`src/rtl/zeroheti_pkg.sv`:
```
// zeroheti_pkg: shared types for the zeroheti APB manager and core configuration.
package zeroheti_pkg;

   typedef enum logic [1:0] {IDLE, SETUP, ACCESS, RESP} apb_mgr_state_e;

   typedef struct packed {
      logic [7:0] apb_mgr_timeout;
   } core_cfg_t;

   localparam core_cfg_t DefaultCoreCfg = '{apb_mgr_timeout: 8'd255};

   // A zero timeout still needs a one-bit counter to keep the wait logic well formed.
   function automatic int unsigned apb_mgr_cnt_width(input int unsigned t);
      return (t == 0) ? 1 : $clog2(t + 1);
   endfunction

endpackage

```
`src/rtl/zeroheti_apb_mgr.sv`:
```
// zeroheti_apb_mgr: valid/ready request to APB3 requester with one outstanding transfer and wait timeout.
module zeroheti_apb_mgr
   import zeroheti_pkg::*;
#(
   parameter int unsigned AddrWidth     = 32,
   parameter int unsigned DataWidth     = 32,
   parameter int unsigned TimeoutCycles = 255
) (
   input  logic                 clk_i,
   input  logic                 rst_ni,
   input  logic                 req_valid_i,
   output logic                 req_ready_o,
   input  logic                 req_write_i,
   input  logic [AddrWidth-1:0] req_addr_i,
   input  logic [DataWidth-1:0] req_wdata_i,
   output logic                 resp_valid_o,
   input  logic                 resp_ready_i,
   output logic [DataWidth-1:0] resp_rdata_o,
   output logic                 resp_err_o,
   output logic                 resp_timeout_o,
   output logic                 psel_o,
   output logic                 penable_o,
   output logic                 pwrite_o,
   output logic [AddrWidth-1:0] paddr_o,
   output logic [DataWidth-1:0] pwdata_o,
   input  logic [DataWidth-1:0] prdata_i,
   input  logic                 pready_i,
   input  logic                 pslverr_i
);

   localparam int unsigned     CntW      = apb_mgr_cnt_width(TimeoutCycles);
   localparam logic [CntW-1:0] CntMax    = CntW'(TimeoutCycles);
   localparam bit              TimeoutEn = (TimeoutCycles != 0);

   apb_mgr_state_e  state, state_next;
   logic [CntW-1:0] cnt;
   logic            expire, done;

   assign expire      = TimeoutEn && !pready_i && (cnt == CntMax);
   assign done        = (state == ACCESS) && (pready_i || expire);
   assign req_ready_o = (state == IDLE);
   assign psel_o      = (state == SETUP) || (state == ACCESS);
   assign penable_o   = (state == ACCESS);

   always_comb begin
      state_next = state;
      case (state)
         IDLE:    state_next = req_valid_i ? SETUP : IDLE;
         SETUP:   state_next = ACCESS;
         ACCESS:  state_next = (pready_i || expire) ? RESP : ACCESS;
         RESP:    state_next = resp_ready_i ? IDLE : RESP;
         default: state_next = IDLE;
      endcase
   end

   always_ff @(posedge clk_i or negedge rst_ni) begin
      if (!rst_ni) state <= IDLE;
      else         state <= state_next;
   end

   always_ff @(posedge clk_i or negedge rst_ni) begin
      if (!rst_ni) begin
         pwrite_o       <= 1'b0;
         paddr_o        <= '0;
         pwdata_o       <= '0;
         cnt            <= '0;
         resp_valid_o   <= 1'b0;
         resp_rdata_o   <= '0;
         resp_err_o     <= 1'b0;
         resp_timeout_o <= 1'b0;
      end else begin
         if (state == IDLE && req_valid_i) begin
            pwrite_o <= req_write_i;
            paddr_o  <= req_addr_i;
            pwdata_o <= req_wdata_i;
         end
         // Saturating so a disabled timeout cannot wrap on a hung responder.
         if (state == ACCESS && !pready_i && cnt != '1) cnt <= cnt + CntW'(1);
         if (state == RESP && resp_ready_i) cnt <= '0;
         if (done) begin
            resp_rdata_o   <= (pready_i && !pwrite_o) ? prdata_i : '0;
            resp_err_o     <= pready_i ? pslverr_i : 1'b1;
            resp_timeout_o <= !pready_i;
         end
         resp_valid_o <= (state_next == RESP);
      end
   end

endmodule

```
`config.mk`:
```
export PLATFORM = sky130hd
export DESIGN_NAME = zeroheti_apb_mgr
export DESIGN_NICKNAME = d
export VERILOG_FILES = /design/src/rtl/zeroheti_pkg.sv /design/src/rtl/zeroheti_apb_mgr.sv
export SDC_FILE = /design/constraint.sdc
export NUM_CORES = 1
export LEC_CHECK = 0
export BUFFER_PORTS_ARGS = -buffer_cell sky130_fd_sc_hd__buf_4
export CORE_MARGIN = 2
export CORE_UTILIZATION = 52
export CTS_BUF_LIST = sky130_fd_sc_hd__clkbuf_8
export CTS_CLUSTER_DIAMETER = 120
export DETAILED_ROUTE_END_ITERATION = 16
export PLACE_DENSITY = 0.87
export RECOVER_POWER = 100
export SYNTH_ARGS = -nofsm -noshare
export SYNTH_HDL_FRONTEND = slang
export SYNTH_SLANG_ARGS = --single-unit
```
`constraint.sdc`:
```
create_clock -name clk_i -period 2.5 [get_ports clk_i]
set_clock_uncertainty 0.05 [all_clocks]
set_input_delay 0.125 -clock clk_i [delete_from_list [all_inputs] [get_ports clk_i]]
set_output_delay 0.125 -clock clk_i [all_outputs]
set_load 0.03 [all_outputs]
```
## Yosys cells after proc, flatten, opt, wreduce, memory -nomap -nowiden

Index checks and enable logic that the tools add are counted.
Widths: inputs -> output; s select.

- Register bits after elaboration: 110
- Bits in latches: 0
- RAM bits: 0
- Memory bits (read-only): 0
- Output and inout port bits: 103
- Word-level logic and storage cells: 37
- Memories: 0

- Add/subtract/negate cells: 1
- Multiply operators: 0
- Div/mod/pow operators: 0
- Magnitude comparators: 0
- Equal/unequal tests: 6
- Shift-type cells: 0
- Multiplexer cells: 8
- Bitwise gates (word level): 0
- Reductions and logical operators: 13

Operators by type and width:

| cell | count |
|---|---|
| $mux 32 | 1 |
| $mux 8 | 2 |
| $add 8x1->8 const B | 1 |
| $eq 8x8->1 const B | 1 |
| $ne 8x8->1 const B | 1 |
| $pmux 2 s4 | 1 |
| $logic_and 1x1->1 | 7 |
| $eq 2x2->1 const B | 3 |
| $mux 1 | 3 |
| $eq 2x1->1 const B | 1 |
| $logic_not 1->1 | 2 |
| $logic_not 2->1 | 1 |
| $logic_or 1x1->1 | 2 |
| $mux 2 | 1 |
| $reduce_bool 2->1 | 1 |

## Logic depth before layout (Yosys ltp)

- Depth after elaboration: 6
- Depth in mapped cells: 7
- Gate-level depth less buffers: 6

## Least setup slack after synthesis

Ideal clock, no wire load.

- Kind: register to register
- Start point: register state[0]
- End point: register cnt[5]
- Library setup time: 0.078 ns
- Arrival time: 1.767 ns
- Path slack: 0.605 ns
- Stages on the path, launching flop included: 8
- Period minus slack after synthesis: 1.895 ns
- Cells stage by stage: dfrtp_1 inv_1 ha_1 buf_4 nor2b_4 o211ai_2 or3_1 a21oi_1

- Word-level cells in the longest chain between the ends: 4
- Elaborated cells on any way between the ends: 7
- Those cells by class: eq/ne (2); mux (1); reduce/logical (4)

Ends and longest elaborated chain:

| element | line | source |
|---|---|---|
| start, declared | zeroheti_apb_mgr.sv:35 | `apb_mgr_state_e state, state_next;` |
| start signal, assigned | zeroheti_apb_mgr.sv:58 | `else state <= state_next;` |
| $eq 2x2->1 | n/a |  |
| named net penable_o | zeroheti_apb_mgr.sv:22 | `output logic penable_o,` |
| $logic_and 1x1->1 (2 in series) | zeroheti_apb_mgr.sv:78 | `if (state == ACCESS && !pready_i && cnt != '1) cnt <= cnt + CntW'(1);` |
| $reduce_bool 2->1 (no line) | n/a |  |
| end signal, assigned | zeroheti_apb_mgr.sv:78 |  |
| end, declared | zeroheti_apb_mgr.sv:36 | `logic [CntW-1:0] cnt;` |

The timed path passes the listed nets, and every way through them passes these cells.
A chain may end at the register's enable or synchronous reset.

## Worst setup path in the final report

- Start point: register state[0]
- End point: register resp_rdata_o[8]

- Word-level cells in the longest chain between the ends: 2

Ends and longest elaborated chain:

| element | line | source |
|---|---|---|
| $eq 2x2->1 | zeroheti_apb_mgr.sv:40 | `assign done = (state == ACCESS) && (pready_i \|\| expire);` |
| $logic_and 1x1->1 | zeroheti_apb_mgr.sv:40 |  |
| end signal, assigned | zeroheti_apb_mgr.sv:81 | `resp_rdata_o <= (pready_i && !pwrite_o) ? prdata_i : '0;` |
| end, declared | zeroheti_apb_mgr.sv:18 | `output logic [DataWidth-1:0] resp_rdata_o,` |

No other way between the ends.

==> results.sh <==
export IMPL_min_delay_worst_endpoint="resp_rdata_o[5]"
export IMPL_timing_hold_worst_class="in2reg"
export IMPL_gpl_final_weighted_congestion=0.801
export IMPL_timing_critical_path_arrival_ns=2.20
export IMPL_fin_crit_sh_pct=81.8
export IMPL_post_cts_setup_buffer_count=0
export IMPL_final_min_clock_period_ns=2.04
export IMPL_worst_path_max_fanout=31
export IMPL_synth_ff_latch_count=110
export IMPL_endpoint_kind="register"
export IMPL_routed_wl_um=15100
export IMPL_area_growth_pct=50.7
export IMPL_grt_usage_pct=31.7
export IMPL_power_per_cell_area_nw_per_um2=1230
export IMPL_mostFrequentLayoutCell="sky130_fd_sc_hd__dfrtp_1"
export IMPL_setup_worst_path_class="reg2reg"
export IMPL_die_area_um2=9460
export IMPL_ys_warn_count=0
export IMPL_status="finished, final reports clean"
export IMPL_synth_cell_area_um2=4520
export IMPL_design_final_nets=743
export IMPL_cts_repair_resize_count=0
export IMPL_first_global_vias=4268
export IMPL_critPathSlowestCell="sky130_fd_sc_hd__clkbuf_2"
export IMPL_max_clock_path_buffers=2
export IMPL_post_route_cells_drive_above_1_share_pct=18.9
export IMPL_crit_path_cell_trace="inv_1 -> ha_1 -> buf_4 -> o21a_1 -> clkbuf_2 -> o21ai_0"
export IMPL_syn_avg_cell_area_um2=13.1
export IMPL_routed_via_density=5.36
export IMPL_cts_htree_levels=3
export IMPL_detail_route_iter0_violations=140
export IMPL_core_area_um2=8590
export IMPL_tritoncts_num_buffers=9
export IMPL_whs_ns=0.00520
export IMPL_max_slew_margin_vs_limit_pct=18.7
export IMPL_synth_nets=452
export IMPL_grt_max_degree=63
export IMPL_num_vias=4034
export IMPL_final_hold_viol_count=0
export IMPL_cp_start_kind="register"
export IMPL_global_route_overflow_total=0
export IMPL_timing_critical_path_slowest_cell_delay_ns=0.49
export IMPL_drt_wirelength_per_cell_um=20.0
export IMPL_dieWidth_um=97.3
export IMPL_floorplan_io_pins=206
export IMPL_die_h_um=97.3
export IMPL_hpwlAfterDp_um=8110
export IMPL_setup_viol=0
export IMPL_drt_antenna_violating_nets=0
export IMPL_grt_pass1_wl_um=23300
export IMPL_drc=0
export IMPL_clkLatencyLatePin_ns=0.36
export IMPL_max_slew_worst_pin_slew_ns=1.22
export IMPL_cts_tree="yes"
export IMPL_antenna_found_initial=3
export IMPL_min_path_cells=3
export IMPL_regToRegSetupSlack_ns=0.46
export IMPL_clkSlewWorstSetupHoldPaths_ns=0.10
export IMPL_start_util_pct=52.6
export IMPL_clock_root_buffer="sky130_fd_sc_hd__clkbuf_8"
export IMPL_final_cell_mix="110 x sky130_fd_sc_hd__dfrtp_1, 104 x sky130_fd_sc_hd__buf_4, 104 x sky130_fd_sc_hd__clkbuf_1"
export IMPL_rsz0062_at_grt="no"
export IMPL_final_max_slew_violation_count=0
export IMPL_leakage_nw=3.07
export IMPL_reg2regPathDepth=6
export IMPL_max_freq_ghz=0.489
export IMPL_rows=34
export IMPL_timing_rr_end="resp_rdata_o[8]"
export IMPL_min_delay_start="prdata_i[5]"
export IMPL_fillers=595
export IMPL_r2r_start="state[0]"
export IMPL_yosys_cell_types_count=33
export IMPL_drv_cap=0
export IMPL_max_vdd_ir_drop_mv=0.599
export IMPL_worst_ep_required_time_ns=2.66
export IMPL_synthesis_instances=345
export IMPL_detailedRoute_firstPassIterationCount=4
export IMPL_clkSinkCount=110
export IMPL_synth_seq_area_share_pct=60.9
export IMPL_port_buffer_count=205
export IMPL_fin_tns_setup_ns=0
-- synthesized netlist by cell type --
master,instances,area (µm²)
sky130_fd_sc_hd__a21oi_1,2,10.0
sky130_fd_sc_hd__and2_1,1,6.26
sky130_fd_sc_hd__and3_1,1,6.26
sky130_fd_sc_hd__and4bb_1,1,12.5
sky130_fd_sc_hd__buf_1,1,3.75
sky130_fd_sc_hd__buf_2,8,40.0
sky130_fd_sc_hd__buf_4,5,37.5
sky130_fd_sc_hd__clkbuf_1,9,33.8
sky130_fd_sc_hd__dfrtp_1,110,2750
sky130_fd_sc_hd__ha_1,4,50.1
sky130_fd_sc_hd__inv_1,35,131
sky130_fd_sc_hd__mux2_1,65,732
sky130_fd_sc_hd__mux2i_1,2,20.0
sky130_fd_sc_hd__nand2_1,3,11.3
sky130_fd_sc_hd__nand2b_1,1,6.26
sky130_fd_sc_hd__nand3_1,2,10.0
sky130_fd_sc_hd__nand3b_1,2,15.0
sky130_fd_sc_hd__nand4_2,1,12.5
sky130_fd_sc_hd__nand4b_1,32,280
sky130_fd_sc_hd__nor2_1,7,26.3
sky130_fd_sc_hd__nor2b_1,1,6.26
sky130_fd_sc_hd__nor2b_4,1,13.8
sky130_fd_sc_hd__o2111ai_1,1,8.76
sky130_fd_sc_hd__o211ai_1,1,7.51
sky130_fd_sc_hd__o211ai_2,1,12.5
sky130_fd_sc_hd__o21a_1,2,15.0
sky130_fd_sc_hd__o21ai_0,2,10.0
sky130_fd_sc_hd__o21ai_1,35,175
sky130_fd_sc_hd__o311a_1,1,10.0
sky130_fd_sc_hd__o31a_1,1,8.76
sky130_fd_sc_hd__or3_1,2,12.5
sky130_fd_sc_hd__xnor2_1,1,8.76
sky130_fd_sc_hd__xor2_1,4,35.0
-- worst max path at each step --
stage	cells after the start	slack, ns	start	endpoint
after global routing	6	0.28	cnt[0]	resp_rdata_o[8]
after CTS	6	0.60	state[0]	resp_timeout_o
after detailed placement	6	0.62	state[0]	resp_timeout_o
after floorplan	7	0.61	state[0]	cnt[5]
after global placement	6	0.73	state[0]	resp_timeout_o
final	6	0.46	state[0]	resp_rdata_o[8]
-- report_power, final --
group          internal (mW)  switching (mW)
registers               2.64           0.625
logic                   1.22            2.99
clock network          0.350           0.573
-- metal layers --
| metal | up-vias | GRT usage [%] | wire (µm) |
|---|---|---|---|
| li1 | 1781 | - | - |
| met1 | 1992 | 37.4 | 5740 |
| met2 | 218 | 55.3 | 7840 |
| met3 | 43 | 7.41 | 945 |
| met4 | 0 | 14.1 | 537 |
| met5 | - | 0 | 0 |
-- metrics by stage --
stage	cells	utilization (%)	setup slack, ns	total power, mW	cell area, µm²
after floorplan	345	-	0.605	6.03	4520
after global placement	642	71.5	0.727	7.79	6150
after detailed placement	642	71.5	0.618	7.94	6150
after CTS	748	83.9	0.601	8.95	7210
after global routing	752	79.3	0.279	8.79	6810
final	752	79.3	0.455	8.39	6810
-- cells by family (layout without fill, tap and decap cells) --
family,Yosys count,after routing,synth area share [%]
and+or+nand+nor,55,55,9.27
muxes,67,67,16.6
other,0,3,0
buffers and inverters,58,354,5.45
AOI/OAI and AO/OA,46,46,5.70
DFF,110,110,60.9
adders and majority gates,4,4,1.11
xor gates and xnor gates,5,5,0.968
-- worst max-delay path: cells and delay by family, from the launching register on --
| kind | cells | cell delay [ns] |
|---|---|---|
| adder cells (fa/ha/maj) | 1 | 0.19 |
| AO/OA/AOI/OAI | 2 | 0.44 |
| buffers and inverters | 3 | 0.81 |
| flip-flops | 1 | 0.39 |
-- cell type report --
type	count	area, µm²	area share, %
clock buffer	9	124	1.82
antenna	3	7.51	0.110
sequential	110	2750	40.4
inverter	35	131	1.93
clock inverter	7	36.3	0.533
multi-input combinational	177	1510	22.2
tap	108	135	1.98
timing repair buffer	303	2120	31.1
-- registers in the layout, indices dropped and copies added, names as in the netlist --
signal and cells:
cnt 8, pwdata_o 32, resp_err_o 1, resp_timeout_o 1, resp_rdata_o 32, paddr_o 32, resp_valid_o 1, pwrite_o 1
state 2
-- timing repair --
action,4_1_cts,5_1_grt
endpoints found under the hold margin,137,1
endpoints found under the setup margin,0,0
hold buffers,90,1
Note: power is estimated with default switching activity, not from simulation.
